File: config.mk
export PLATFORM = sky130hd
export DESIGN_NAME = rect_cmd_sequencer_flat
export DESIGN_NICKNAME = d
export VERILOG_FILES = /design/src/rtl/rect_cmd_sequencer_if.sv /design/src/rtl/rect_cmd_sequencer.sv /design/src/flat_wrapper.sv
export SDC_FILE = /design/constraint.sdc
export NUM_CORES = 1
export LEC_CHECK = 0
export ABC_AREA = 1
export CORE_MARGIN = 1
export CORE_UTILIZATION = 55
export DETAILED_ROUTE_END_ITERATION = 8
export PLACE_DENSITY = 0.76
export SETUP_SLACK_MARGIN = 0.02
export SLEW_MARGIN = 20
export SYNTH_ARGS = -nofsm -noshare
export SYNTH_HDL_FRONTEND = slang
export SYNTH_SLANG_ARGS = --single-unit
File: constraint.sdc
create_clock -name clk -period 6.86 [get_ports clk]
set_clock_uncertainty 0.1 [all_clocks]
set_input_delay 1.372 -clock clk [delete_from_list [all_inputs] [get_ports clk]]
set_output_delay 1.372 -clock clk [all_outputs]
set_load 0.02 [all_outputs]
File: src/rtl/rect_cmd_sequencer_if.sv
// Command-in / drawer-out bus of the rectangle command sequencer.
// The sequencer takes the slave view; the upstream/drawer side takes the master view.
interface rect_cmd_sequencer_if;
   logic        cmd_valid;
   logic        cmd_ready;
   logic [7:0]  cmd_x;
   logic [6:0]  cmd_y;
   logic [7:0]  cmd_w;
   logic [6:0]  cmd_h;
   logic [23:0] cmd_color;
   logic        drw_start;
   logic [14:0] drw_base_addr;
   logic [7:0]  drw_width;
   logic [6:0]  drw_height;
   logic [23:0] drw_color;
   logic        drw_done;
   logic        busy;
   logic [2:0]  queue_count;
   logic        dropped;

   modport slave (
      input  cmd_valid, cmd_x, cmd_y, cmd_w, cmd_h, cmd_color, drw_done,
      output cmd_ready, drw_start, drw_base_addr, drw_width, drw_height, drw_color,
             busy, queue_count, dropped
   );

   modport master (
      output cmd_valid, cmd_x, cmd_y, cmd_w, cmd_h, cmd_color, drw_done,
      input  cmd_ready, drw_start, drw_base_addr, drw_width, drw_height, drw_color,
             busy, queue_count, dropped
   );
endinterface

File: src/rtl/rect_cmd_sequencer.sv
// Queues rectangle fill commands, clips them to the virtual frame and hands
// them one at a time to a downstream drawer, waiting for its done edge.
module rect_cmd_sequencer #(
   parameter int DEPTH = 4,
   parameter int VW    = 160,
   parameter int VH    = 120
) (
   input logic clk,
   input logic rst,
   rect_cmd_sequencer_if.slave bus
);
   localparam int AW = (DEPTH > 1) ? $clog2(DEPTH) : 1;
   localparam logic [8:0]  VW9  = 9'(VW);
   localparam logic [8:0]  VH9  = 9'(VH);
   localparam logic [14:0] VH15 = 15'(VH);

   typedef struct packed {
      logic [7:0]  x;
      logic [6:0]  y;
      logic [7:0]  w;
      logic [6:0]  h;
      logic [23:0] color;
   } cmd_t;

   typedef enum logic [2:0] {IDLE, POP, CLIP, ISSUE, WAIT} state_t;

   state_t        state, next;
   cmd_t          mem [DEPTH];
   cmd_t          cur;
   logic [AW-1:0] wr_ptr, rd_ptr;
   logic [2:0]    count;
   logic          push, pop, start, drop_pulse;
   logic          done_q, done_rise;
   logic          drop;
   logic [8:0]    rem_w, rem_h;
   logic [7:0]    clip_w;
   logic [6:0]    clip_h;

   assign bus.cmd_ready   = ({1'b0, count} < 4'(DEPTH));
   assign push            = bus.cmd_valid && bus.cmd_ready;
   assign bus.queue_count = count;
   assign bus.busy        = (state != IDLE) || (count != 3'd0);
   assign bus.drw_start   = start;
   assign bus.dropped     = drop_pulse;
   assign done_rise       = bus.drw_done && !done_q;

   always_ff @(posedge clk) begin
      if (push)
         mem[wr_ptr] <= '{x: bus.cmd_x, y: bus.cmd_y, w: bus.cmd_w, h: bus.cmd_h,
                          color: bus.cmd_color};
   end

   always_ff @(posedge clk or negedge rst) begin
      if (!rst) begin
         wr_ptr <= '0;
         rd_ptr <= '0;
         count  <= '0;
      end else begin
         if (push) wr_ptr <= wr_ptr + 1'b1;
         if (pop)  rd_ptr <= rd_ptr + 1'b1;
         case ({push, pop})
            2'b10:   count <= count + 3'd1;
            2'b01:   count <= count - 3'd1;
            default: count <= count;
         endcase
      end
   end

   // Remaining room is 9 bits wide so x/y beyond the frame cannot wrap.
   always_comb begin
      rem_w  = VW9 - {1'b0, cur.x};
      rem_h  = VH9 - {2'b0, cur.y};
      drop   = ({1'b0, cur.x} >= VW9) || ({2'b0, cur.y} >= VH9) ||
               (cur.w == 8'd0) || (cur.h == 7'd0);
      clip_w = ({1'b0, cur.w} < rem_w) ? cur.w : rem_w[7:0];
      clip_h = ({2'b0, cur.h} < rem_h) ? cur.h : rem_h[6:0];
   end

   always_ff @(posedge clk or negedge rst) begin
      if (!rst) begin
         state             <= IDLE;
         done_q            <= 1'b1;
         cur               <= '0;
         bus.drw_base_addr <= '0;
         bus.drw_width     <= '0;
         bus.drw_height    <= '0;
         bus.drw_color     <= '0;
      end else begin
         state  <= next;
         done_q <= bus.drw_done;
         if (pop) cur <= mem[rd_ptr];
         if (state == CLIP && !drop) begin
            bus.drw_base_addr <= 15'(cur.x) * VH15 + 15'(cur.y);
            bus.drw_width     <= clip_w;
            bus.drw_height    <= clip_h;
            bus.drw_color     <= cur.color;
         end
      end
   end

   always_comb begin
      next       = state;
      pop        = 1'b0;
      start      = 1'b0;
      drop_pulse = 1'b0;
      case (state)
         IDLE:  if (count != 3'd0) next = POP;
         POP: begin
            pop  = 1'b1;
            next = CLIP;
         end
         CLIP: begin
            if (drop) begin
               drop_pulse = 1'b1;
               next       = IDLE;
            end else begin
               next = ISSUE;
            end
         end
         ISSUE: begin
            start = 1'b1;
            next  = WAIT;
         end
         WAIT:    if (done_rise) next = IDLE;
         default: next = IDLE;
      endcase
   end
endmodule

File: src/flat_wrapper.sv
// flat-port wrapper written by rule: the top's interface ports become plain ports
module rect_cmd_sequencer_flat 
#(
   parameter int DEPTH = 4,
   parameter int VW    = 160,
   parameter int VH    = 120
)
  (clk, rst, bus_cmd_valid, bus_cmd_x, bus_cmd_y, bus_cmd_w, bus_cmd_h, bus_cmd_color, bus_drw_done, bus_cmd_ready, bus_drw_start, bus_drw_base_addr, bus_drw_width, bus_drw_height, bus_drw_color, bus_busy, bus_queue_count, bus_dropped);
  rect_cmd_sequencer_if bus_i ();
  input logic clk;
  input logic rst;
  input wire logic [$bits(bus_i.cmd_valid)-1:0] bus_cmd_valid;
  input wire logic [$bits(bus_i.cmd_x)-1:0] bus_cmd_x;
  input wire logic [$bits(bus_i.cmd_y)-1:0] bus_cmd_y;
  input wire logic [$bits(bus_i.cmd_w)-1:0] bus_cmd_w;
  input wire logic [$bits(bus_i.cmd_h)-1:0] bus_cmd_h;
  input wire logic [$bits(bus_i.cmd_color)-1:0] bus_cmd_color;
  input wire logic [$bits(bus_i.drw_done)-1:0] bus_drw_done;
  output wire logic [$bits(bus_i.cmd_ready)-1:0] bus_cmd_ready;
  output wire logic [$bits(bus_i.drw_start)-1:0] bus_drw_start;
  output wire logic [$bits(bus_i.drw_base_addr)-1:0] bus_drw_base_addr;
  output wire logic [$bits(bus_i.drw_width)-1:0] bus_drw_width;
  output wire logic [$bits(bus_i.drw_height)-1:0] bus_drw_height;
  output wire logic [$bits(bus_i.drw_color)-1:0] bus_drw_color;
  output wire logic [$bits(bus_i.busy)-1:0] bus_busy;
  output wire logic [$bits(bus_i.queue_count)-1:0] bus_queue_count;
  output wire logic [$bits(bus_i.dropped)-1:0] bus_dropped;
  assign bus_i.cmd_valid = bus_cmd_valid;
  assign bus_i.cmd_x = bus_cmd_x;
  assign bus_i.cmd_y = bus_cmd_y;
  assign bus_i.cmd_w = bus_cmd_w;
  assign bus_i.cmd_h = bus_cmd_h;
  assign bus_i.cmd_color = bus_cmd_color;
  assign bus_i.drw_done = bus_drw_done;
  assign bus_cmd_ready = bus_i.cmd_ready;
  assign bus_drw_start = bus_i.drw_start;
  assign bus_drw_base_addr = bus_i.drw_base_addr;
  assign bus_drw_width = bus_i.drw_width;
  assign bus_drw_height = bus_i.drw_height;
  assign bus_drw_color = bus_i.drw_color;
  assign bus_busy = bus_i.busy;
  assign bus_queue_count = bus_i.queue_count;
  assign bus_dropped = bus_i.dropped;
  rect_cmd_sequencer #(.DEPTH(DEPTH), .VW(VW), .VH(VH)) u_core (.clk(clk), .rst(rst), .bus(bus_i));
endmodule
# Yosys cells after proc, flatten, opt, wreduce, memory -nomap -nowiden
# Memory sizes are Yosys's and may differ from the RTL's. A register that Yosys moved wholly into a read port is not among the register bits.
# Index checks and enable logic that the tools add are counted.
# totals
register_bits,65
ram_bits,216
in_bits,58
out_inout_bits,61
elab_cells,61
n_memories,1
# op_classes
add_sub_neg,7
n_mul,1
magnitude_cmp,5
eq_ne,8
n_mux,13
reduce_logical,17
# mem_list
name,words,word_bits,read_ports,rd_ports_with_merged_regs,wr,line,source
u_core.mem,4,54,1,1,1,rect_cmd_sequencer.sv:28,cmd_t mem [DEPTH];
# ops
op,n
15-bit by 7-bit adder with 15-bit output,1
3-bit case mux with 5 select lines,1
8-bit by 4-bit multiplier with 12-bit output (second input constant),1
7-bit by 9-bit less-than comparator with 1-bit output,1
8-bit by 9-bit less-than comparator with 1-bit output,1
8-bit by 8-bit subtractor with 9-bit output (first input constant),1
8-bit >= comparator (second input constant),1
8-bit logical NOT,1
8-bit two-way mux,1
7-bit by 7-bit subtractor with 8-bit output (first input constant),1
7-bit >= comparator (second input constant),1
7-bit logical NOT,1
7-bit two-way mux,1
3-bit by 2-bit equality test with 1-bit output (second input constant),2
1-bit two-way mux,6
3-bit two-way mux,2
3-bit case mux with 2 select lines,1
3-bit nonzero test,2
2-bit by 1-bit adder with 2-bit output (second input constant),2
1-bit logical OR,4
2-bit by 1-bit inequality test with 1-bit output (second input constant),2
3-bit by 1-bit adder with 3-bit output (second input constant),1
3-bit by 1-bit equality test with 1-bit output (second input constant),1
3-bit equality test (second input constant),1
other kinds (10),14

# Longest topological paths before layout
# depth
depth_word,6
ltp_mapped,17

# Worst setup path after synthesis
# Ideal clock, no wire load.
# synth_timing
kind,input to register
from,input port bus_cmd_valid
to,"memory u_core.mem[0][0] (netlist name), enable pin"
arrival_ns,3.824
path_slack_ns,2.470
cell_stages,2
n_path_buf,0
path_cell_list,nand2_1 > nor2_1
# synth_between
elab_chain_len,3
# synth_rtl
item,line,source
start: declaration,flat_wrapper.sv:12,input wire logic [$bits(bus_i.cmd_valid)-1:0] bus_cmd_valid;
1-bit logical AND,rect_cmd_sequencer.sv:40,assign push = bus.cmd_valid && bus.cmd_ready;
1-bit two-way mux,rect_cmd_sequencer.sv:48,if (push)
1-bit two-way mux (implied by the code),rect_cmd_sequencer.sv:49,"mem[wr_ptr] <= '{x: bus.cmd_x, y: bus.cmd_y, w: bus.cmd_w, h: bus.cmd_h,"
end: declaration,rect_cmd_sequencer.sv:28,
# Every way passes these cells.

# Final worst setup path
# layout_timing
from,register u_core.cur[48] (netlist name)
to,output port bus_dropped
# layout_between
elab_chain_len,6
# layout_rtl
item,line,source
8-bit >= comparator,rect_cmd_sequencer.sv:73,"drop = ({1'b0, cur.x} >= VW9) || ({2'b0, cur.y} >= VH9) ||"
1-bit logical OR (2 in a row),rect_cmd_sequencer.sv:73,
1-bit logical OR,rect_cmd_sequencer.sv:74,(cur.w == 8'd0) || (cur.h == 7'd0);
1-bit two-way mux,rect_cmd_sequencer.sv:113,if (drop) begin
1-bit two-way mux,rect_cmd_sequencer.sv:106,case (state)
end: declaration,flat_wrapper.sv:27,output wire logic [$bits(bus_i.dropped)-1:0] bus_dropped;
# Every way passes these cells.

==> results.json <==
{
  "port_buffers": 118,
  "cp_data_required_time_ns": 5.39,
  "min_period_ns": 4.228,
  "status": "complete, but fails checks",
  "vias_per_cell": 5.448,
  "crit_start": "u_core.cur[48]",
  "endpoint_kind": "output pin",
  "path_class": "register to output pin",
  "worstReg2RegEnd": "u_core.bus.drw_base_addr[13]",
  "yosysSeqAreaShare_pct": 64.53,
  "syn2layout_area_growth_pct": 17.61,
  "postPlaceCellArea_sq_um": 16080,
  "grt_antenna_before_repair": 2,
  "clk_latency_ns": 0.52,
  "synthTopCellsByCount": "252 x nand2_1, 216 x edfxtp_1, 160 x o21ai_0, 142 x nor2_1, 118 x dfrtp_1",
  "crit_fanout": 5,
  "postCtsSetupBuffers": 0,
  "cts_hold_buf": 0,
  "yosysTopAreaCellShare_pct": 44.22,
  "num_vias": 9769,
  "netlist_instances": 1321,
  "setup_viol": 0,
  "grt_first_pass_wirelength_mm": 48.76,
  "yosysMostFrequentCell": "nand2_1",
  "initial_core_util_pct": 56.13,
  "synthTopCellsByArea": "edfxtp_1 44%, dfrtp_1 20%, nand2_1 6.4%, o21ai_0 5.5%, ha_1 3.9%",
  "grt_pass1_vias": 9609,
  "coreArea_sq_um": 26130,
  "cts_buffer_depth": 3,
  "ios": 119,
  "gr-total-overflow": 0,
  "min_period_over_period_pct": 61.64,
  "root_buffer": "clkbuf_16",
  "r2r-start": "u_core.cur[46]",
  "grt_max_degree": 111,
  "synth_largest_area_cell": "edfxtp_1",
  "cap_viol_max_count": 0,
  "syn_area_per_cell_sq_um": 11.10,
  "finalSetupTns_ns": 0,
  "min_path_type": "register to register",
  "ys_ff_latch": 335,
  "num-fill-cells": 1967,
  "start_kind": "register",
  "stdcell_area_sq_um": 17250,
  "r2r_slack_ns": 3.24,
  "syn_nets": 1440,
  "cts.sinks": 335,
  "violations": "design-rule violations",
  "max_freq_mhz": 236.5,
  "row_count": 59,
  "tightest_slew_ns": 1.072,
  "gp_congestion": 0.8630,
  "wire_per_inst_um": 16.86,
  "final_core_util_pct": 66.02,
  "drc": 18,
  "drive_gt1_share_pct": 7.339,
  "final_nets": 1549,
  "async_flop_share_pct": 35.52,
  "routed_wl_mm": 30.23,
  "cts_tree": "built",
  "cts_buffers": 36,
  "path_clk_slew_ns": 0.06,
  "ctsHtreeMaxLevel": 2,
  "post-dp-hpwl_mm": 18.39,
  "max_slew_margin_pct": 28.51,
  "diodes": 0,
  "slew_viol_final": 0,
  "cts.repair.resized": 0,
  "grt_usage_pct": 23.11,
  "crit_end": "bus_dropped",
  "die_area_sq_um": 27330,
  "hold_viol": 0,
  "first_iter_violations": 743,
  "synth_cell_types": 39,
  "synth_ff_type": "edfxtp_1",
  "synth_edf_count": 216,
  "ant_nets": 0,
  "die_x_um": 165.3,
  "rr_worst_depth": 15,
  "syn-cell-area_sq_um": 14670,
  "rsz0062_at_grt": "false",
  "drt_pass1_iterations": 7,
  "die_y_um": 165.3,
  "yosysWarnings": 0,
  "crit_arrival_ns": 2.76
}
metal layers:
| layer | track usage (%) | up-vias | share of wire [%] |
|---|---|---|---|
| met5 | 0 | - | 0.079 |
| met4 | 7.025 | 4 | 2.4 |
| met3 | 4.446 | 59 | 6.2 |
| met2 | 39.86 | 277 | 49 |
| met1 | 29.59 | 4699 | 43 |
| li1 | - | 4730 | - |
area by class of cell:
| type | count | area (sq um) | share of cell area [%] |
|---|---|---|---|
| Timing Repair Buffer | 128 | 1254 | 7.267 |
| Inverter | 110 | 412.9 | 2.393 |
| Clock inverter | 17 | 157.7 | 0.9138 |
| Multi-Input combinational cell | 819 | 4532 | 26.27 |
| Tap cell | 335 | 419.2 | 2.429 |
| Clock buffer | 49 | 1011 | 5.860 |
| Sequential cell | 335 | 9467 | 54.87 |
worst max-delay path: stages, from the launching register on:
cell,delay (ns)
dfrtp_1,0.43
inv_1,0.22
ha_1,0.19
inv_1,0.04
nor2_2,0.12
nand2_1,0.11
o21bai_2,0.16
nor2_1,0.07
nor2_2,0.15
nand2_1,0.07
nand2_1,0.08
inv_1,0.05
clkdlybuf4s50_1,0.53
metrics by stage:
step | hold slack (ns) | std cells | worst slack, ns
2_1_floorplan | 0.3834 | 1321 | 2.470
3_3_place_gp | 0.3634 | 1727 | 2.972
3_5_place_dp | 0.3689 | 1727 | 2.933
4_1_cts | 0.3839 | 1793 | 2.615
5_1_grt | 0.4085 | 1793 | 2.479
6_report | 0.3801 | 1793 | 2.632
state kept, by name (all words and copies together), names as in the netlist:
name and count:
u_core.done_q 1, u_core.wr_ptr 2, u_core.bus.queue_count 3, u_core.bus.drw_base_addr 15, u_core.rd_ptr 2, u_core.bus.drw_height 7
u_core.bus.drw_width 8, u_core.cur 54, u_core.bus.drw_color 24, u_core.mem 216, u_core.state 3
worst min path at each step:
stage	start	cells past startpoint	endpoint	slack, ns
final	u_core.bus.drw_height[0]	2	u_core.bus.drw_height[0]	0.38
after detailed placement	u_core.bus.drw_height[0]	2	u_core.bus.drw_height[0]	0.37
after floorplan	u_core.cur[0]	2	u_core.bus.drw_color[0]	0.38
after global routing	u_core.bus.drw_color[8]	2	u_core.bus.drw_color[8]	0.41
after CTS	u_core.bus.drw_height[0]	2	u_core.bus.drw_height[0]	0.38
after global placement	u_core.bus.drw_height[4]	2	u_core.bus.drw_height[4]	0.36
layout by cell type (no fill, tap or decap), drive strengths merged, types with 3 or more instances in the layout:
cell and instances:
a21oi 19, buf 11, clkbuf 49, clkdlybuf4s50 117
clkinv 13, dfrtp 118, edfxtp 216, fa 15
ha 46, inv 111, nand2 255, nand3 44
nand4 4, nor2 147, nor3 5, o211ai 3
o21ai 196, o22ai 54, or2 3, xnor2 4
xor2 16
kinds of logic (layout without fill, tap and decap cells):
family                     Yosys count  in the layout  synth area share (%)
and+or+nand+nor                    461            461                 12.71
DFF                                335            335                 64.53
AOI/OAI and AO/OA                  277            277                 10.72
buffers and inverters              167            304                 4.879
adders and majority gates           61             61                 5.971
xor gates and xnor gates            20             20                 1.194
Power is left out: the tool's default activity adds up to more than one toggle a clock period on the data nets, which glitch-free logic cannot reach.
